`src/rtl/calc1_pkg.sv`:
```
// calc1_pkg: shared calc1 command/response codes and scheduler state encoding
package calc1_pkg;
  localparam logic [3:0] CMD_NOP = 4'd0;
  localparam logic [3:0] CMD_ADD = 4'd1;
  localparam logic [3:0] CMD_SUB = 4'd2;
  localparam logic [3:0] CMD_SHL = 4'd5;
  localparam logic [3:0] CMD_SHR = 4'd6;
  localparam logic [1:0] RSP_NONE    = 2'd0;
  localparam logic [1:0] RSP_OK      = 2'd1;
  localparam logic [1:0] RSP_ERR     = 2'd2;
  localparam logic [1:0] RSP_TIMEOUT = 2'd3;
  typedef enum logic [2:0] {S_IDLE, S_SEND1, S_SEND2, S_WAIT, S_RESP} sched_state_t;
endpackage

```
`src/rtl/calc1_rr_arbiter.sv`:
```
// calc1_rr_arbiter: combinational round-robin grant, searching upward from ptr with wrap
module calc1_rr_arbiter #(
  parameter int N_REQ = 4,
  parameter int PW = (N_REQ > 1) ? $clog2(N_REQ) : 1
) (
  input  logic [N_REQ-1:0] req,
  input  logic [PW-1:0]    ptr,
  output logic [N_REQ-1:0] grant
);
  logic [PW-1:0] j;
  logic hit;
  always_comb begin
    grant = '0;
    hit = 1'b0;
    j = '0;
    for (int k = 0; k < N_REQ; k++) begin
      j = PW'((int'(ptr) + k) % N_REQ);
      if (!hit && req[j]) begin
        grant[j] = 1'b1;
        hit = 1'b1;
      end
    end
  end
endmodule

```
`src/rtl/calc1_req_scheduler.sv`:
```
// calc1_req_scheduler: round-robin sharing of one calc1 port, with response timeout
module calc1_req_scheduler
  import calc1_pkg::*;
#(
  parameter int N_REQ   = 4,
  parameter int DATA_W  = 32,
  parameter int CMD_W   = 4,
  parameter int TIMEOUT = 16
) (
  input  logic                    c_clk,
  input  logic                    reset,
  input  logic [N_REQ-1:0]        req_valid,
  input  logic [N_REQ*CMD_W-1:0]  req_cmd,
  input  logic [N_REQ*DATA_W-1:0] req_op1,
  input  logic [N_REQ*DATA_W-1:0] req_op2,
  output logic [N_REQ-1:0]        req_ready,
  output logic [N_REQ-1:0]        rsp_valid,
  output logic [1:0]              rsp_resp,
  output logic [DATA_W-1:0]       rsp_data,
  output logic [CMD_W-1:0]        alu_cmd,
  output logic [DATA_W-1:0]       alu_data,
  input  logic [1:0]              alu_resp,
  input  logic [DATA_W-1:0]       alu_data_in,
  output logic                    busy
);
  localparam int PW = (N_REQ > 1) ? $clog2(N_REQ) : 1;
  localparam int CW = $clog2(TIMEOUT + 1);
  localparam logic [N_REQ-1:0] ONE = {{(N_REQ-1){1'b0}}, 1'b1};
  sched_state_t state;
  logic [PW-1:0] ptr, id, id_n, ptr_n;
  logic [N_REQ-1:0] grant;
  logic [DATA_W-1:0] op2_q;
  logic [CW-1:0] cnt;
  logic [CMD_W-1:0] cmd_n;
  logic [DATA_W-1:0] op1_n, op2_n;
  calc1_rr_arbiter #(.N_REQ(N_REQ), .PW(PW)) u_arb (
    .req  (req_valid),
    .ptr  (ptr),
    .grant(grant)
  );
  always_comb begin
    id_n = '0;
    for (int k = 0; k < N_REQ; k++) if (grant[k]) id_n = PW'(k);
  end
  assign ptr_n = PW'((int'(id_n) + 1) % N_REQ);
  assign cmd_n = req_cmd[int'(id_n)*CMD_W +: CMD_W];
  assign op1_n = req_op1[int'(id_n)*DATA_W +: DATA_W];
  assign op2_n = req_op2[int'(id_n)*DATA_W +: DATA_W];
  assign req_ready = (state == S_IDLE) ? grant : '0;
  always_ff @(posedge c_clk or negedge reset) begin
    if (!reset) begin
      state <= S_IDLE;
      ptr <= '0;
      id <= '0;
      op2_q <= '0;
      cnt <= '0;
      alu_cmd <= '0;
      alu_data <= '0;
      rsp_valid <= '0;
      rsp_resp <= '0;
      rsp_data <= '0;
      busy <= 1'b0;
    end else begin
      case (state)
        S_IDLE: if (|req_ready) begin
          id <= id_n;
          op2_q <= op2_n;
          ptr <= ptr_n;
          busy <= 1'b1;
          // a NOP is answered locally and never reaches the ALU
          if (cmd_n == '0) begin
            state <= S_RESP;
            rsp_valid <= ONE << id_n;
            rsp_resp <= RSP_ERR;
            rsp_data <= '0;
          end else begin
            state <= S_SEND1;
            alu_cmd <= cmd_n;
            alu_data <= op1_n;
          end
        end
        S_SEND1: begin
          alu_cmd <= '0;
          alu_data <= op2_q;
          state <= S_SEND2;
        end
        S_SEND2: begin
          alu_data <= '0;
          cnt <= '0;
          state <= S_WAIT;
        end
        S_WAIT: if (alu_resp != RSP_NONE) begin
          rsp_valid <= ONE << id;
          rsp_resp <= alu_resp;
          rsp_data <= alu_data_in;
          state <= S_RESP;
        end else if (cnt == CW'(TIMEOUT - 1)) begin
          rsp_valid <= ONE << id;
          rsp_resp <= RSP_TIMEOUT;
          rsp_data <= '0;
          state <= S_RESP;
        end else begin
          cnt <= cnt + CW'(1);
        end
        S_RESP: begin
          rsp_valid <= '0;
          busy <= 1'b0;
          state <= S_IDLE;
        end
        default: state <= S_IDLE;
      endcase
    end
  end
endmodule

```
`config.mk`:
```
export PLATFORM = sky130hd
export DESIGN_NAME = calc1_req_scheduler
export DESIGN_NICKNAME = d
export VERILOG_FILES = /design/src/rtl/calc1_pkg.sv /design/src/rtl/calc1_rr_arbiter.sv /design/src/rtl/calc1_req_scheduler.sv
export SDC_FILE = /design/constraint.sdc
export NUM_CORES = 1
export LEC_CHECK = 0
export BUFFER_PORTS_ARGS = -buffer_cell sky130_fd_sc_hd__buf_2
export CAP_MARGIN = 20
export CORE_AREA = 2 2 153 155
export DETAILED_ROUTE_END_ITERATION = 6
export DIE_AREA = 0 0 155 157
export PLACE_DENSITY = 0.61
export SETUP_SLACK_MARGIN = 0.05
export SLEW_MARGIN = 5
export SYNTH_ARGS = -nofsm -noshare
export SYNTH_HDL_FRONTEND = slang
export SYNTH_SLANG_ARGS = --single-unit
```
`constraint.sdc`:
```
create_clock -name c_clk -period 4.05 [get_ports c_clk]
set_input_delay 0.2025 -clock c_clk [delete_from_list [all_inputs] [get_ports c_clk]]
set_output_delay 0.2025 -clock c_clk [all_outputs]
set_load 0.01 [all_outputs]
```
==> results of run 1 <==
-- metal layers --
layer | vias to the layer above | share of wire [%] | GRT usage [%]
li1 | 4027 | - | -
met1 | 4045 | 42 | 28.9
met2 | 346 | 49 | 39.2
met3 | 48 | 7.0 | 5.86
met4 | 8 | 1.9 | 7.19
met5 | - | 0.20 | 0
-- power by group through the flow --
stage / combinational, mW / clock [mW] / sequential [mW]
floorplan: 4.55 / 0 / 2.27
global placement: 6.69 / 0 / 2.20
detailed placement: 6.82 / 0 / 2.20
CTS: 6.83 / 1.64 / 2.19
global route: 7.52 / 1.69 / 2.26
finish: 6.81 / 1.60 / 2.20
-- kinds of logic after synthesis --
logic type | count (synthesis) | share of synthesized area (%)
and+or+nand+nor | 312 | 17.2
adders and majority gates | 8 | 1.33
muxes | 6 | 1.13
DFF | 119 | 39.6
AOI/OAI and AO/OA | 327 | 35.0
xor gates and xnor gates | 3 | 0.349
buffers and inverters | 95 | 5.47
-- stage by stage --
step	total power [mW]	cells	utilization, %	cell area (sq um)	hold WS [ns]
floorplan	6.82	870	-	7520	-0.0931
global placement	8.89	1491	43.5	9790	0.356
detailed placement	9.02	1492	43.6	9820	0.352
CTS	10.7	1532	46.8	10500	0.000213
global route	11.5	1533	46.9	10600	0.00401
finish	10.6	1534	46.9	10600	0.0158
-- registers in the layout, summed over array words and instances (netlist names) --
signal,count
alu_cmd,4
alu_data,32
busy,1
cnt,5
id,2
op2_q,32
ptr,2
rsp_data,32
rsp_resp,2
rsp_valid,4
state,3
-- worst paths after layout --
check                          startpoint           end  slack [ns]  depth (start not counted)
setup reg to reg                   ptr[1]  rsp_data[19]        0.25                         10
min in group asynchronous           reset  rsp_data[24]        0.43                          2
max in group asynchronous           reset     op2_q[22]        2.81                          3
hold reg to reg               rsp_resp[0]   rsp_resp[0]        0.48                          1
setup / recovery                   ptr[1]  rsp_data[19]        0.25                         10
hold / removal             alu_data_in[7]   rsp_data[7]        0.02                          2
-- what timing repair did --
| action | CTS | global route |
|---|---|---|
| setup endpoints to repair | 0 | 58 |
| hold endpoints to repair | 70 | 1 |
| hold buffers | 8 | 1 |
| resized for setup | 0 | 4 |
-- cell usage after synthesis, drive strengths merged (3+ instances only) --
library cell | n | area share [%]
and3 | 5 | 0.42
a311oi | 66 | 7.7
buf | 29 | 2.2
a22o | 35 | 4.1
nor3 | 4 | 0.27
o221a | 31 | 4.6
a31oi | 6 | 0.50
ha | 8 | 1.3
nand4 | 7 | 0.58
a22oi | 4 | 0.47
a21oi | 39 | 2.6
nand3 | 10 | 0.67
a32oi | 3 | 0.35
a221o | 34 | 4.5
nand2 | 186 | 9.3
o31ai | 6 | 0.60
a21o | 3 | 0.30
o31a | 4 | 0.47
inv | 12 | 0.60
mux2i | 4 | 0.53
clkbuf | 54 | 2.7
o21a | 33 | 3.3
xor2 | 3 | 0.35
a221oi | 5 | 0.58
dfrtp | 119 | 40
o21ai | 43 | 2.9
a31o | 3 | 0.35
nor2 | 79 | 3.9
nor2b | 7 | 0.58
-- final cells by class --
class / count / share of cell area, %
Antenna cell: 1 / 0.0237
Clock buffer: 18 / 4.06
Clock inverter: 14 / 1.91
Inverter: 12 / 0.426
Multi-Input combinational cell: 656 / 39.8
Sequential cell: 119 / 28.2
Tap cell: 285 / 3.38
Timing Repair Buffer: 429 / 22.2
==> flow_metrics.py, run 1 <==
metrics = {
    "status": {
        "status": "complete, no violations",
    },
    "timing": {
        "finalSetupViolations": 0,
        "slew_headroom_pct": 30.6,
        "worst_slack_ns": 0.250,
        "slew_violations": 0,
        "period_share_pct": 93.8,
        "skew_ns": 0.0119,
        "setup_tns_ns": 0,
        "max_freq_mhz": 263,
        "min_period_ns": 3.80,
        "hold_viol": 0,
        "rsz0062_at_grt": "true",
        "worst_pin_slew_ns": 1.04,
    },
    "setup_path": {
        "worstPathRequired_ns": 4.34,
        "crit_chain": "inv_1 > ha_1 > mux4_2 > or4_1 > a31oi_1 > a311oi_2 > or4_4 > o32a_1 > buf_6 > a22o_1",
        "cp_slowest_cell": "or4_1",
        "worstPathArrival_ns": 4.09,
        "path_max_fanout": 38,
        "cp-start-kind": "register",
        "critPathTopFamily": "simple AND/OR/NAND/NOR gates",
        "cp-end-kind": "register",
        "critical_path_class": "reg2reg",
        "cp_num_buf_inv": 2,
        "cpPeakStageDelay_ns": 0.64,
    },
    "floorplan": {
        "ios": 391,
        "rows": 55,
        "start_util_pct": 33.4,
        "die_h_microns": 157,
        "die-area_sq_um": 24300,
        "core-area_sq_um": 22500,
        "die_x_microns": 155,
    },
    "yosys": {
        "synth_seq_cells": 119,
        "synth_edf_count": 0,
        "netlist_area_sq_um": 7520,
        "syn-num-nets": 1190,
        "synth_warnings": 0,
        "synth_cells": 870,
        "synth-seq-area-share_pct": 39.6,
        "ys.flop_type": "dfrtp_1",
        "synthArstFlopShare_pct": 100,
        "syn_avg_cell_area_sq_um": 8.64,
        "synth.lib_cells_used.distinct": 57,
    },
    "pwr": {
        "p_int_mw": 5.70,
        "p_leak_nw": 5.20,
        "power.switching_mw": 4.92,
        "pwr-share-clk_pct": 15.1,
        "pwr-share-seq_pct": 20.7,
        "p_per_area_nw_per_um2": 1000,
        "switching_share_pct": 46.3,
        "ir_worst_vdd_uv": 329,
        "pwr-share-comb_pct": 64.2,
    },
    "clocking": {
        "root_buffer": "clkbuf_16",
        "clock-sinks": 119,
        "ctsLongestPathBuffers": 2,
        "numCtsBuffers": 17,
        "cts_tree": "built",
        "clk_latency_ns": 0.41,
        "cts_max_level": 4,
        "cts_setup_buffers": 0,
        "path_clk_slew_ns": 0.06,
    },
    "grt": {
        "antenna_found_initial": 5,
        "grt_usage_pct": 23.1,
        "overflow": 0,
        "grt_max_degree": 72,
        "grt_pass1_wl_microns": 43800,
        "first_global_vias": 7930,
    },
    "placed_design": {
        "dp_hpwl_microns": 22700,
        "routabilityCongestion": 0.871,
        "post-place-ws_ns": 0.132,
        "portBuffers": 390,
    },
    "final_layout": {
        "multiInputGateArea_sq_um": 4200,
        "seq_area_sq_um": 2980,
        "syn2layout_area_growth_pct": 40.5,
        "nets": 1555,
        "layout_common_cells": "buf_2, nand2_1, dfrtp_1, nor2_1, a311oi_1",
        "fill_cells": 2239,
        "final_common_cell": "buf_2",
        "drive_gt1_share_pct": 39.5,
    },
    "route": {
        "via_per_inst": 5.52,
        "drt_iter0_markers": 639,
        "drtPass1Iterations": 6,
        "wl_per_cell_microns": 19.3,
        "wl_microns": 29600,
        "postRouteAntennaNets": 0,
        "drc": 0,
        "vias": 8474,
    },
    "worst_hold_path": {
        "hold_path_class": "in2reg",
    },
    "run": {
        "cap_violations": 0,
    },
}
(Power assumes the default switching activity.)
==> run 2, diff against run 1 <==
--- a/config.mk
+++ b/config.mk
@@ -9,4 +9,5 @@
 export CAP_MARGIN = 20
 export CORE_AREA = 2 2 153 155
+export CTS_CLUSTER_DIAMETER = 40
 export DETAILED_ROUTE_END_ITERATION = 6
 export DIE_AREA = 0 0 155 157
==> constraint.sdc (replaced) <==
create_clock -name c_clk -period 4.05 [get_ports c_clk]
set_input_delay 1.0125 -clock c_clk [delete_from_list [all_inputs] [get_ports c_clk]]
set_output_delay 1.0125 -clock c_clk [all_outputs]
set_load 0.01 [all_outputs]
==> run 2 against run 1 <==
Cell count is 1.6% higher; sequential power hardly changed; first-iteration DRC count down 8.6%; clock-buffer cell count unchanged; via count increased by 1.9%; register-to-register slack improved by 0.09 ns; utilization increased by 0.73 points; clock skew shrank 0.0020 ns; fmax is 2.1% lower; largest power group unchanged.
==> flow_metrics.py, run 2 (synthesis results as in run 1) <==
metrics = {
    "setup_path": {
        "worstPathArrival_ns": 2.87,
        "cp-start-kind": "input port",
        "worstPathRequired_ns": 3.04,
        "cpPeakStageDelay_ns": 0.41,
        "cp_slowest_cell": "or3b_1",
        "path_max_fanout": 4,
        "crit_chain": "buf_2 > or3b_1 > a2111oi_4 > buf_4 > o21a_2 > buf_12 > nor3_4 > buf_4 > nor2_1 > buf_2",
        "critical_path_class": "in2out",
        "cp-end-kind": "primary output",
    },
    "floorplan": {
        "rows": 55,
        "core-area_sq_um": 22500,
        "ios": 391,
        "die-area_sq_um": 24300,
        "die_x_microns": 155,
        "die_h_microns": 157,
        "start_util_pct": 33.4,
    },
    "placed_design": {
        "dp_hpwl_microns": 22600,
        "placedCellCount": 1524,
        "portBuffers": 390,
        "routabilityCongestion": 0.888,
    },
    "timing": {
        "slew_violations": 0,
        "min_period_ns": 3.88,
        "worst_pin_slew_ns": 1.06,
        "slew_headroom_pct": 29.2,
        "skew_ns": 0.00995,
        "rsz0062_at_grt": "false",
        "setup_tns_ns": 0,
        "hold_viol": 0,
        "max_freq_mhz": 258,
        "period_share_pct": 95.8,
        "finalSetupViolations": 0,
    },
    "run": {
        "cap_violations": 0,
    },
    "clocking": {
        "clk_latency_ns": 0.42,
        "root_buffer": "clkbuf_16",
        "cts_max_level": 4,
        "clock-sinks": 119,
        "cts_hold_buf": 0,
        "ctsLongestPathBuffers": 2,
        "numCtsBuffers": 17,
        "path_clk_slew_ns": 0.06,
        "cts_setup_buffers": 0,
        "cts_tree": "built",
    },
    "pwr": {
        "p_per_area_nw_per_um2": 1020,
        "ir_worst_vdd_uv": 512,
        "p_total_mw": 11.0,
        "p_leak_nw": 5.31,
    },
    "route": {
        "via_per_inst": 5.54,
        "drc": 0,
        "postRouteAntennaNets": 0,
        "drt_iter0_markers": 584,
        "drtPass1Iterations": 5,
        "vias": 8635,
        "wl_microns": 29500,
        "wl_per_cell_microns": 18.9,
    },
    "grt": {
        "overflow": 0,
        "antenna_found_initial": 1,
        "grt_usage_pct": 23.6,
        "grt_pass1_wl_microns": 45200,
        "first_global_vias": 8436,
        "grt_max_degree": 70,
    },
    "final_layout": {
        "final_common_cell": "buf_2",
        "layout_common_cells": "buf_2, nand2_1, dfrtp_1, nor2_1, a311oi_1",
        "drive_gt1_share_pct": 41.9,
        "layout.cells.non_filler": 1558,
        "top_regs": "alu_data x32, op2_q x32, rsp_data x32",
        "syn2layout_area_growth_pct": 42.7,
        "nets": 1578,
    },
    "worst_hold_path": {
        "hold_path_class": "reg2reg",
    },
    "status": {
        "status": "complete, no violations",
    },
}
run 2: changes by cell type in the layout (fill, tap and decap cells not counted), sizes merged, moves of 2 or more:
cell,change
dlygate4sd3,-9
buf,+32
inv,+4
clkinv,-2
bufinv,-3
run 2: per-stage QoR:
step	setup slack [ns]	hold slack (ns)	cell area, sq um	utilization [%]
3_3_place_gp	0.0301	0.457	10100	44.9
4_1_cts	0.0718	0.490	10700	47.5
3_5_place_dp	-0.0387	0.476	10100	44.9
5_1_grt	0.0631	0.501	10700	47.7
6_report	0.168	0.486	10700	47.7
2_1_floorplan	-0.0395	0.445	7560	-
run 2: repair_timing:
action / in CTS / in global routing
gates cloned: 0 / 0
setup endpoints to repair: 1 / 37
resized for setup: 1 / 9
run 2: area by class of cell:
type / count / area [sq um]
antenna: 2 / 5.00
clock inverter: 14 / 140
clock buffer: 18 / 439
tap: 285 / 357
fill: 2268 / 11800
multi-input combinational: 656 / 4230
timing repair buffer: 452 / 2530
inverter: 12 / 45.0
sequential: 119 / 2980
run 2: power breakdown:
| group | switching [mW] | total, mW | internal (mW) |
|---|---|---|---|
| Sequential | 0.399 | 2.19 | 1.79 |
| Combinational | 4.06 | 7.30 | 3.24 |
| Clock | 0.604 | 1.48 | 0.873 |
| Total | 5.06 | 11.0 | 5.91 |
run 2: worst paths after layout:
path                                 to  cells past startpoint         start  slack [ns]
setup / recovery           req_ready[1]                     10  req_valid[0]        0.17
hold / removal                    id[0]                      2         id[0]        0.49
setup reg to reg           rsp_data[10]                     11        ptr[1]        0.34
hold reg to reg                   id[0]                      2         id[0]        0.49
max in group asynchronous  alu_data[27]                      2         reset        2.57
min in group asynchronous   alu_data[2]                      1         reset        0.65
run 2: layer usage:
metal  vias up  track usage (%)  share of wire, %  wire, microns
met3        46             5.42               6.6           1940
met2       381             40.2                49          14500
li1       4078                -                 -              -
met4         2             6.75               2.0            577
met5         -                0             0.044             13
met1      4128             29.9                42          12500
run 2: worst max-delay path, delay by kind of cell:
family,cells,cell delay [ns]
compound gates,2,0.57
buf+inv,5,0.72
simple gates,3,0.57
